**config.mk**
```make
export PLATFORM = sky130hd
export DESIGN_NAME = anita3_event_buffer_writer
export DESIGN_NICKNAME = d
export VERILOG_FILES = /design/src/rtl/anita3_event_buffer_writer.sv
export SDC_FILE = /design/constraint.sdc
export NUM_CORES = 1
export LEC_CHECK = 0
export CAP_MARGIN = 20
export CORE_UTILIZATION = 39
export DETAILED_ROUTE_END_ITERATION = 7
export PLACE_DENSITY = 0.68
export SKIP_LAST_GASP = 1
export SLEW_MARGIN = 15
export SYNTH_ARGS = -nofsm -noshare
export SYNTH_HDL_FRONTEND = slang
export SYNTH_SLANG_ARGS = --single-unit
```
**constraint.sdc**
```tcl
create_clock -name clk33_i -period 5.4 [get_ports clk33_i]
set_clock_uncertainty 0.15 [all_clocks]
set_input_delay 1.08 -clock clk33_i [delete_from_list [all_inputs] [get_ports clk33_i]]
set_output_delay 1.08 -clock clk33_i [all_outputs]
set_load 0.01 [all_outputs]
```
**src/rtl/anita3_event_buffer_writer.sv**
```systemverilog
`default_nettype none
// ============================================================================
// Module   : anita3_event_buffer_writer
// Purpose  : Write-side sequencer for the TURF event buffer RAM. Places each
//            incoming event (stream of 16-bit words) into the next free
//            64-word slot, emits an end-of-event strobe, tracks slot
//            occupancy against read-side releases and back-pressures the
//            source when every slot is full.
// Ports    : clk33_i / rst_i            - clock, async active-high reset
//            evt_dat_i/valid_i/last_i   - event word stream in
//            evt_ready_o                - stream back-pressure
//            event_wr_addr_o/dat_o/wr_o - buffer RAM write port
//            event_done_o               - end-of-event strobe (slot in addr[7:6])
//            clear_evt_i                - read side released oldest slot
//            write_buffer_o             - slot being / to be filled
//            occupancy_o, full_o        - filled, unreleased slot count
//            err_trunc_o, err_underflow_o - sticky error flags
// Revision : 1.0 - initial release
// ============================================================================
module anita3_event_buffer_writer #(
  parameter int NUM_BUFFERS = 2,
  parameter int EVENT_WORDS = 64
) (
  input  logic        clk33_i,
  input  logic        rst_i,
  input  logic [15:0] evt_dat_i,
  input  logic        evt_valid_i,
  input  logic        evt_last_i,
  output logic        evt_ready_o,
  output logic [7:0]  event_wr_addr_o,
  output logic [15:0] event_wr_dat_o,
  output logic        event_wr_o,
  output logic        event_done_o,
  input  logic        clear_evt_i,
  output logic [1:0]  write_buffer_o,
  output logic [2:0]  occupancy_o,
  output logic        full_o,
  output logic        err_trunc_o,
  output logic        err_underflow_o
);

  localparam logic [5:0] LAST_WORD = 6'(EVENT_WORDS - 1);
  localparam logic [2:0] NUM_SLOTS = 3'(NUM_BUFFERS);
  localparam logic [1:0] LAST_SLOT = 2'(NUM_BUFFERS - 1);

  typedef enum logic [2:0] {
    IDLE    = 3'd0,
    WRITE   = 3'd1,
    FLUSH   = 3'd2,
    DONE    = 3'd3,
    DISCARD = 3'd4
  } state_t;

  state_t      state;
  state_t      state_next;
  logic        accept;
  logic        trunc_hit;
  logic [5:0]  word_cnt;
  logic        truncated;
  logic        occ_inc;
  logic        occ_dec;
  logic [2:0]  occ_next;

  // State register
  always_ff @(posedge clk33_i or posedge rst_i) begin
    if (rst_i) state <= IDLE;
    else       state <= state_next;
  end

  // Next-state and state-decoded outputs
  always_comb begin
    state_next   = state;
    trunc_hit    = 1'b0;
    evt_ready_o  = (state == WRITE) || (state == DISCARD);
    event_done_o = (state == DONE);
    accept       = evt_valid_i && evt_ready_o;
    case (state)
      IDLE: begin
        if (occupancy_o < NUM_SLOTS) state_next = WRITE;
      end
      WRITE: begin
        if (accept) begin
          if (evt_last_i) begin
            state_next = FLUSH;
          end else if (word_cnt == LAST_WORD) begin
            // Slot is exhausted before the source signalled the end.
            state_next = FLUSH;
            trunc_hit  = 1'b1;
          end
        end
      end
      FLUSH:   state_next = DONE;
      DONE:    state_next = truncated ? DISCARD : IDLE;
      DISCARD: begin
        if (accept && evt_last_i) state_next = IDLE;
      end
      default: state_next = IDLE;
    endcase
  end

  // A release against an empty buffer is not counted; completion and a
  // valid release in the same cycle cancel.
  always_comb begin
    occ_inc  = (state == DONE);
    occ_dec  = clear_evt_i && (occupancy_o != 3'd0);
    occ_next = occupancy_o;
    if (occ_inc && !occ_dec)      occ_next = occupancy_o + 3'd1;
    else if (!occ_inc && occ_dec) occ_next = occupancy_o - 3'd1;
  end

  // Datapath, slot pointer, occupancy and flags
  always_ff @(posedge clk33_i or posedge rst_i) begin
    if (rst_i) begin
      word_cnt        <= 6'd0;
      truncated       <= 1'b0;
      event_wr_o      <= 1'b0;
      event_wr_addr_o <= 8'd0;
      event_wr_dat_o  <= 16'd0;
      write_buffer_o  <= 2'd0;
      occupancy_o     <= 3'd0;
      full_o          <= 1'b0;
      err_trunc_o     <= 1'b0;
      err_underflow_o <= 1'b0;
    end else begin
      event_wr_o <= 1'b0;
      if (state == IDLE) begin
        word_cnt  <= 6'd0;
        truncated <= 1'b0;
      end
      if ((state == WRITE) && accept) begin
        event_wr_o      <= 1'b1;
        event_wr_dat_o  <= evt_dat_i;
        event_wr_addr_o <= {write_buffer_o, word_cnt};
        word_cnt        <= word_cnt + 6'd1;
      end
      if (trunc_hit) begin
        truncated   <= 1'b1;
        err_trunc_o <= 1'b1;
      end
      if (state == DONE) begin
        write_buffer_o <= (write_buffer_o == LAST_SLOT) ? 2'd0 : write_buffer_o + 2'd1;
      end
      occupancy_o <= occ_next;
      full_o      <= (occ_next == NUM_SLOTS);
      if (clear_evt_i && (occupancy_o == 3'd0)) err_underflow_o <= 1'b1;
    end
  end

endmodule
`default_nettype wire

```
After elaboration in Yosys (flattened, before gate mapping):

Index checks and enable logic that the tools add are counted.

* bits in registers: 43
* input port bits: 21
* output and inout bits: 35
* logic and storage cells: 62

* $add $sub $neg: 4
* magnitude comparators: 1
* equal/unequal tests: 11
* muxes and demuxes: 19
* reduce and logical (&&, ||, !) cells: 16

Operators by type and width (number)
* two-way mux 3 bit: 8
* one-hot mux 3 bit (5 select lines): 1
* two-way mux 6 bit: 2
* == test 3 x 2 -> 1 bit, second input constant: 3
* logical AND 1 bit: 7
* two-way mux 1 bit: 7
* adder 6 x 1 -> 6 bit, second input constant: 1
* == test 6 bit, second input constant: 1
* zero test 3 bit: 2
* inequality test 2 bit, second input constant: 2
* AND reduction 4 bit: 1
* nonzero test 2 bit: 2
* adder 3 x 1 -> 3 bit, second input constant: 1
* == test 3 x 1 -> 1 bit, second input constant: 1
* == test 3 bit, second input constant: 1
* less-than comparator 3 x 2 -> 1 bit, second input constant: 1
* inequality test 3 bit, second input constant: 1
* nonzero test 3 bit: 1
* subtractor 3 x 1 -> 3 bit, second input constant: 1
* adder 2 x 1 -> 2 bit, second input constant: 1
* == test 2 x 1 -> 1 bit, second input constant: 1
* zero test 1 bit: 2
* two-way mux 2 bit: 1
* inequality test 2 x 1 -> 1 bit, second input constant: 1
* logical OR 1 bit: 1

Longest topological paths before layout:

Gate-level depths: netlist (run 1).

* word-level depth: 6
* depth in mapped cells: 6
* gate-level depth less buffers: 6

Worst setup path before layout (run 1):

No wires, ideal clock.

* kind: input port to flip-flop
* start point: in evt_valid_i
* end point: reg event_wr_dat_o[0]
* library setup time: 0.125 ns
* arrival: 1.940 ns
* data required time: 5.125 ns
* setup slack: 3.185 ns
* stages on the path: 4
* path buffers: 2
* path through: and4bb_2 > buf_2 > buf_2 > mux2_2

* cells in the longest elaborated chain, start to end: 2

RTL lines
* start, declared: RTL line 27 `input logic evt_valid_i,`
* logical AND 1 bit: RTL line 76 `accept = evt_valid_i && evt_ready_o;`
* logical AND 1 bit: RTL line 130 `if ((state == WRITE) && accept) begin`
* end signal, assigned: RTL line 132 `event_wr_dat_o <= evt_dat_i;`
* end, declared: RTL line 31 `output logic [15:0] event_wr_dat_o,`

No other way between the ends.
A chain may end at the register's enable or synchronous reset.

Worst setup path after layout (run 1):

* start point: reg state[1]
* end point: out event_done_o

* cells in the longest elaborated chain, start to end: 1

RTL lines
* start, declared: RTL line 54 `state_t state;`
* start signal, assigned: RTL line 67 `else state <= state_next;`
* == test 3 x 2 -> 1 bit: RTL line 75 `event_done_o = (state == DONE);`
* end, declared: RTL line 33 `output logic event_done_o,`

No other way between the ends.

==> results.py, run 1 <==
metrics = {
    "status": {
        "status": "finished with violations",
        "violations": "design-rule violations",
    },
    "clock_network": {
        "cts_hold_buffers": 0,
        "clk_latency_ns": 0.30,
        "clock_sinks": 43,
        "clockBufferDepth": 2,
        "h-tree-depth": 2,
        "cts_tree": "done",
        "cts_buffers": 5,
        "path_clk_slew_ns": 0.08,
        "ctsRootBufferMaster": "clkbuf_8",
        "cts_setup_buffers": 0,
        "post_cts_resized": 0,
    },
    "placed_design": {
        "place_congestion": 0.759,
        "port_buffers": 55,
        "dpl-instance-area_um2": 2450,
        "dp_cells": 239,
        "dp_hpwl_mm": 2.57,
    },
    "grt": {
        "grt_overflow_total": 0,
        "grt_pass1_wl_mm": 6.15,
        "grt_max_degree": 44,
        "antenna_found_initial": 0,
        "grt_usage_pct": 15.6,
        "grt_pass1_vias": 1317,
    },
    "timing": {
        "hold_viol_final": 0,
        "finalSetupViolCount": 0,
        "fin_tns_setup_ns": 0,
        "fin_crit_ns": 2.97,
        "rsz0062_at_grt": "no",
        "slew_headroom_pct": 51.0,
        "period_share_pct": 55.1,
        "whs_ns": 0.318,
        "worst_slew_pin_slew_ns": 0.735,
        "finalMaxSlewViolations": 0,
        "clock.fmax_mhz": 336,
    },
    "synthesis": {
        "synth.yosys.warnings": 0,
        "ys_seq_area_share_pct": 57.4,
        "synth_ff_type": "dfrtp_1",
        "synth_edf_count": 0,
        "ys_types": 38,
        "syn_area_per_cell_um2": 13.6,
        "syn-cell-area_um2": 1870,
        "syn_inst": 138,
        "syn_nets": 163,
        "async_reset_ff_share_pct": 100,
        "ys_ff_latch": 43,
    },
    "final_layout": {
        "area_growth_pct": 35.3,
        "regArea_um2": 1080,
        "final_cells": 247,
        "diodes": 0,
        "drive_gt1_share_pct": 20.5,
        "nNetsFinal": 219,
        "num-fill-cells": 361,
        "multi_input_area_um2": 724,
        "post-route-cell-area_um2": 2530,
        "final_common_cell": "clkdlybuf4s50_1",
        "layout_common_cells": "clkdlybuf4s50_1, dfrtp_1, mux2_2, inv_1",
    },
    "power": {
        "leakagePower_nw": 1.15,
        "cellPowerDensity_nw_per_um2": 508,
        "vdd_ir_drop_max_mv": 0.277,
    },
    "setup_path": {
        "worst_setup_path_end_kind": "output port",
        "crit_slowest_cell": "dfrtp_1",
        "critical_path.top_delay_family": "buffers and inverters",
        "critPathLaunchType": "register",
        "critPathBufInv": 2,
        "crit_path_cell_trace": "nand3b_4 -> inv_1 -> clkdlybuf4s50_1",
        "worstPathArrival_ns": 1.74,
        "critPathKind": "reg -> out",
        "cp.required_ns": 4.17,
        "critPathMaxFanout": 11,
        "cp_slowest_stage_delay_ns": 0.57,
    },
    "detailed_routing": {
        "drcViolationCount": 4,
        "viasPerCell": 5.24,
        "first_pass_iters": 6,
        "vias": 1294,
        "wirelength_mm": 3.60,
        "drt-wirelength-per-cell_um": 14.6,
        "ant_nets": 0,
        "drt_iter0_drc": 56,
    },
    "floorplan": {
        "die_h_um": 71.3,
        "rows": 24,
        "core_um2": 4470,
        "die_w_um": 71.3,
        "initial_core_util_pct": 41.9,
        "ios": 56,
        "fp.dieArea_um2": 5080,
    },
    "run": {
        "max_cap_viol_count": 0,
    },
    "hold_path": {
        "hold_class": "reg -> reg",
    },
}
## final timing paths
check,start,endpoint,slack [ns],cells after the start
max,state[1]$_DFFE_PP0P_,event_done_o,2.43,3
min,err_trunc_o$_DFFE_PP0P_,err_trunc_o$_DFFE_PP0P_,0.32,1
max reg2reg,state[1]$_DFFE_PP0P_,event_wr_addr_o[0]$_DFFE_PP0P_,3.33,2
min reg2reg,err_trunc_o$_DFFE_PP0P_,err_trunc_o$_DFFE_PP0P_,0.32,1
max in group asynchronous,rst_i,err_trunc_o$_DFFE_PP0P_,3.67,3
min in group asynchronous,rst_i,event_wr_dat_o[3]$_DFFE_PP0P_,1.06,3
## per-stage QoR
step                utilization [%]  total power [mW]  worst slack [ns]
floorplan                         -             0.837              3.17
global placement               54.8              1.08              2.38
detailed placement             54.8              1.10              2.31
CTS                            56.7              1.31              2.42
global route                   56.7              1.37              2.30
finish                         56.7              1.29              2.43
## flip-flops by register name, indices dropped and copies added (netlist names)
name             flops
err_trunc_o          1
err_underflow_o      1
event_wr_addr_o      8
event_wr_dat_o      16
event_wr_o           1
full_o               1
occupancy_o          3
state                3
truncated            1
word_cnt             6
write_buffer_o       2
## cells by family after synthesis
group / after synthesis / synth area share (%)
compound gates: 22 / 8.68
xor+xnor: 5 / 3.27
fa+ha+maj: 4 / 2.67
buf+inv: 14 / 3.87
flops: 43 / 57.4
mux: 26 / 15.6
simple gates: 24 / 8.48
## final cells by class
| type | instances | share of cell area (%) |
|---|---|---|
| multi-input combinational | 81 | 28.6 |
| tap | 52 | 2.57 |
| clock buffer | 6 | 2.86 |
| inverter | 7 | 1.04 |
| sequential | 43 | 42.4 |
| clock inverter | 2 | 0.494 |
| timing repair buffer | 56 | 22.0 |
## worst reg2reg max path: stages, from the launching register on
cell and delay [ns]:
dfrtp_1 0.52, and4bb_2 0.86, mux2_2 0.43
## power by group
part           leakage, nW  switching (mW)  internal (mW)
Sequential           0.543          0.0890          0.433
Combinational        0.564           0.223          0.345
Clock               0.0412           0.107         0.0904
## cell usage after synthesis (2+ instances only)
library cell	number	area (µm²)
a211o_1	2	17.5
a21oi_1	3	15.0
a22o_1	3	26.3
and3_1	2	12.5
buf_2	4	20.0
buf_4	2	15.0
dfrtp_1	43	1080
ha_1	4	50.1
inv_1	7	26.3
mux2_2	25	282
nand2_1	5	18.8
nand3_1	2	10.0
nand4_1	2	12.5
nor2_1	4	15.0
o21ai_0	5	25.0
xnor2_1	3	26.3
## metal layers
metal	part of all wire [%]	vias up	track usage [%]
met5	0	-	0
met4	1.5	0	6.00
met3	5.2	7	4.50
met2	51	39	26.3
met1	43	644	19.0
li1	-	604	-
(Power assumes the default switching activity.)
==> inputs of run 2 (changes only) <==
==> constraint.sdc (replaced) <==
create_clock -name clk33_i -period 3.1 [get_ports clk33_i]
set_clock_uncertainty 0.15 [all_clocks]
set_input_delay 0.62 -clock clk33_i [delete_from_list [all_inputs] [get_ports clk33_i]]
set_output_delay 0.62 -clock clk33_i [all_outputs]
set_load 0.01 [all_outputs]
==> run 2 against run 1 <==
The flow still finishes with violations (design-rule violations); utilization grew 2.0 points; combinational power grew 78%; critical path depth is the same; non-clock buffer count grew 3; design area grew 3.6%; first-iteration DRC count shrank 23%; clock power grew to 2.6 times the previous value; die area is the same; cell count grew 1.2%; count of clock-buffer cells in the layout is the same.
==> results.py, run 2 (synthesis gave the netlist of run 1 again) <==
metrics = {
    "status": {
        "status": "finished with violations",
        "violations": "design-rule violations",
    },
    "grt": {
        "grt_overflow_total": 0,
        "grt_pass1_wl_mm": 5.99,
        "grt_max_degree": 33,
        "use_met2_pct": 25.1,
        "antenna_found_initial": 0,
        "gr-max-usage-layer": "met2",
        "grt_usage_pct": 15.3,
        "grt_pass1_vias": 1334,
        "gr-usage-met3_pct": 5.34,
        "grt_use_met1_pct": 18.5,
    },
    "setup_path": {
        "critPathLaunchType": "register",
        "reg2reg_slack_ns": 1.21,
        "crit_path_cell_trace": "nand3b_4 -> inv_1 -> clkdlybuf4s50_1",
        "crit_slowest_cell": "clkdlybuf4s50_1",
        "r2r-end": "full_o$_DFF_PP0_",
        "cp.required_ns": 2.33,
        "worst_setup_path_end_kind": "output port",
        "cp_slowest_stage_delay_ns": 0.57,
        "critPathMaxFanout": 11,
        "ff2ff_path_depth": 6,
        "rr_startpoint": "occupancy_o[1]$_DFF_PP0_",
        "setup.worst_path.start": "state[1]$_DFFE_PP0P_",
        "worstPathArrival_ns": 1.74,
        "critPathKind": "reg -> out",
    },
    "clock_network": {
        "cts_buffers": 5,
        "path_clk_slew_ns": 0.08,
        "ctsRootBufferMaster": "clkbuf_8",
        "clock_sinks": 43,
        "h-tree-depth": 2,
        "cts_tree": "done",
        "cts_hold_buffers": 0,
        "cts_setup_buffers": 0,
        "post_cts_resized": 0,
        "clockBufferDepth": 2,
        "clk_latency_ns": 0.29,
    },
    "power": {
        "leakagePower_nw": 1.19,
        "p_seq_share_pct": 37.6,
        "p_comb_share_pct": 41.6,
        "switchingPower_mw": 0.731,
        "clockPowerShare_pct": 20.8,
        "vdd_ir_drop_max_mv": 0.468,
        "total_power_mw": 2.42,
        "internal_power_mw": 1.69,
        "cellPowerDensity_nw_per_um2": 921,
        "p_sw_share_pct": 30.2,
    },
    "final_layout": {
        "layout_common_cells": "clkdlybuf4s50_1, dfrtp_1, mux2_2, inv_1",
        "largest_reg_flops": 16,
        "post-route-cell-area_um2": 2630,
        "diodes": 0,
        "largest-register": "event_wr_dat_o",
        "nNetsFinal": 222,
        "final_common_cell": "clkdlybuf4s50_1",
        "drive_gt1_share_pct": 21.7,
        "area_growth_pct": 40.1,
        "top_regs": "event_wr_dat_o (16), event_wr_addr_o (8), word_cnt (6)",
    },
    "timing": {
        "hold_viol_final": 0,
        "slew_headroom_pct": 59.8,
        "finalMaxSlewViolations": 0,
        "worst_slew_pin_slew_ns": 0.599,
        "fin_crit_ns": 2.51,
        "finalSetupViolCount": 0,
        "fin_tns_setup_ns": 0,
        "period_share_pct": 80.9,
        "rsz0062_at_grt": "no",
        "clock.fmax_mhz": 399,
    },
    "floorplan": {
        "die_h_um": 71.3,
        "die_w_um": 71.3,
        "fp.dieArea_um2": 5080,
        "ios": 56,
        "core_um2": 4470,
        "rows": 24,
        "initial_core_util_pct": 41.9,
    },
    "detailed_routing": {
        "drcViolationCount": 4,
        "wirelength_mm": 3.67,
        "ant_nets": 0,
        "vias": 1319,
        "viasPerCell": 5.28,
        "drt_iter0_drc": 43,
        "first_pass_iters": 6,
        "drt-wirelength-per-cell_um": 14.7,
    },
    "hold_path": {
        "worst_hold_startpoint": "err_trunc_o$_DFFE_PP0P_",
        "hold_class": "reg -> reg",
        "holdPathEnd": "err_trunc_o$_DFFE_PP0P_",
        "holdPathStages": 1,
    },
    "placed_design": {
        "port_buffers": 55,
        "dpl-instance-area_um2": 2490,
        "place_congestion": 0.755,
        "dp_hpwl_mm": 2.64,
    },
    "run": {
        "max_cap_viol_count": 0,
    },
}
==> run 2: cell count changes in the layout (fill, tap and decap cells not counted) <==
cell / previous run / this run
clkinv_2: 1 / 0
buf_16: 0 / 1
buf_4: 1 / 3
clkinvlp_4: 1 / 0
bufinv_16: 0 / 2
==> run 2: worst max-delay path, delay by kind of cell (launching register included) <==
kind	cells	cell delay, ns
buffers and inverters	2	0.72
flip-flops	1	0.56
AND/OR/NAND/NOR	1	0.18
==> run 2: power groups by stage <==
stage          Sequential, mW  Combinational (mW)  Clock [mW]
6_report                0.909                1.01       0.503
5_1_grt                 0.942                1.08       0.543
4_1_cts                 0.911                1.01       0.520
3_5_place_dp            0.920                1.01           0
3_3_place_gp            0.908               0.977           0
2_1_floorplan           0.948               0.510           0
==> run 2: final cells by class <==
class / count / area [µm²]
Fill cell: 367 / 1850
Multi-Input combinational cell: 81 / 724
Clock inverter: 2 / 60.1
Timing Repair Buffer: 59 / 601
Inverter: 7 / 26.3
Sequential cell: 43 / 1080
Tap cell: 52 / 65.1
Clock buffer: 6 / 72.6
==> run 2: worst max-delay path by stage <==
stage          slack [ns]                              to
6_report             0.59                    event_done_o
5_1_grt              0.47                    event_done_o
4_1_cts              0.58                    event_done_o
3_5_place_dp         0.70  event_wr_dat_o[14]$_DFFE_PP0P_
3_3_place_gp         0.75  event_wr_addr_o[6]$_DFFE_PP0P_
2_1_floorplan        1.33         err_trunc_o$_DFFE_PP0P_
==> run 2: routing by layer <==
| metal | vias to the layer above | wire length, µm |
|---|---|---|
| met3 | 4 | 211 |
| met5 | - | 0 |
| met4 | 0 | 31 |
| li1 | 603 | - |
| met2 | 42 | 1820 |
| met1 | 670 | 1600 |
==> run 2: through the flow <==
| step | cells | hold WS (ns) | util, % | setup slack [ns] |
|---|---|---|---|---|
| after floorplan | 138 | 0.311 | - | 1.33 |
| after global placement | 241 | 0.289 | 55.1 | 0.753 |
| after detailed placement | 242 | 0.308 | 55.7 | 0.695 |
| after CTS | 250 | 0.321 | 58.7 | 0.578 |
| after global routing | 250 | 0.338 | 58.7 | 0.475 |
| final | 250 | 0.314 | 58.7 | 0.593 |
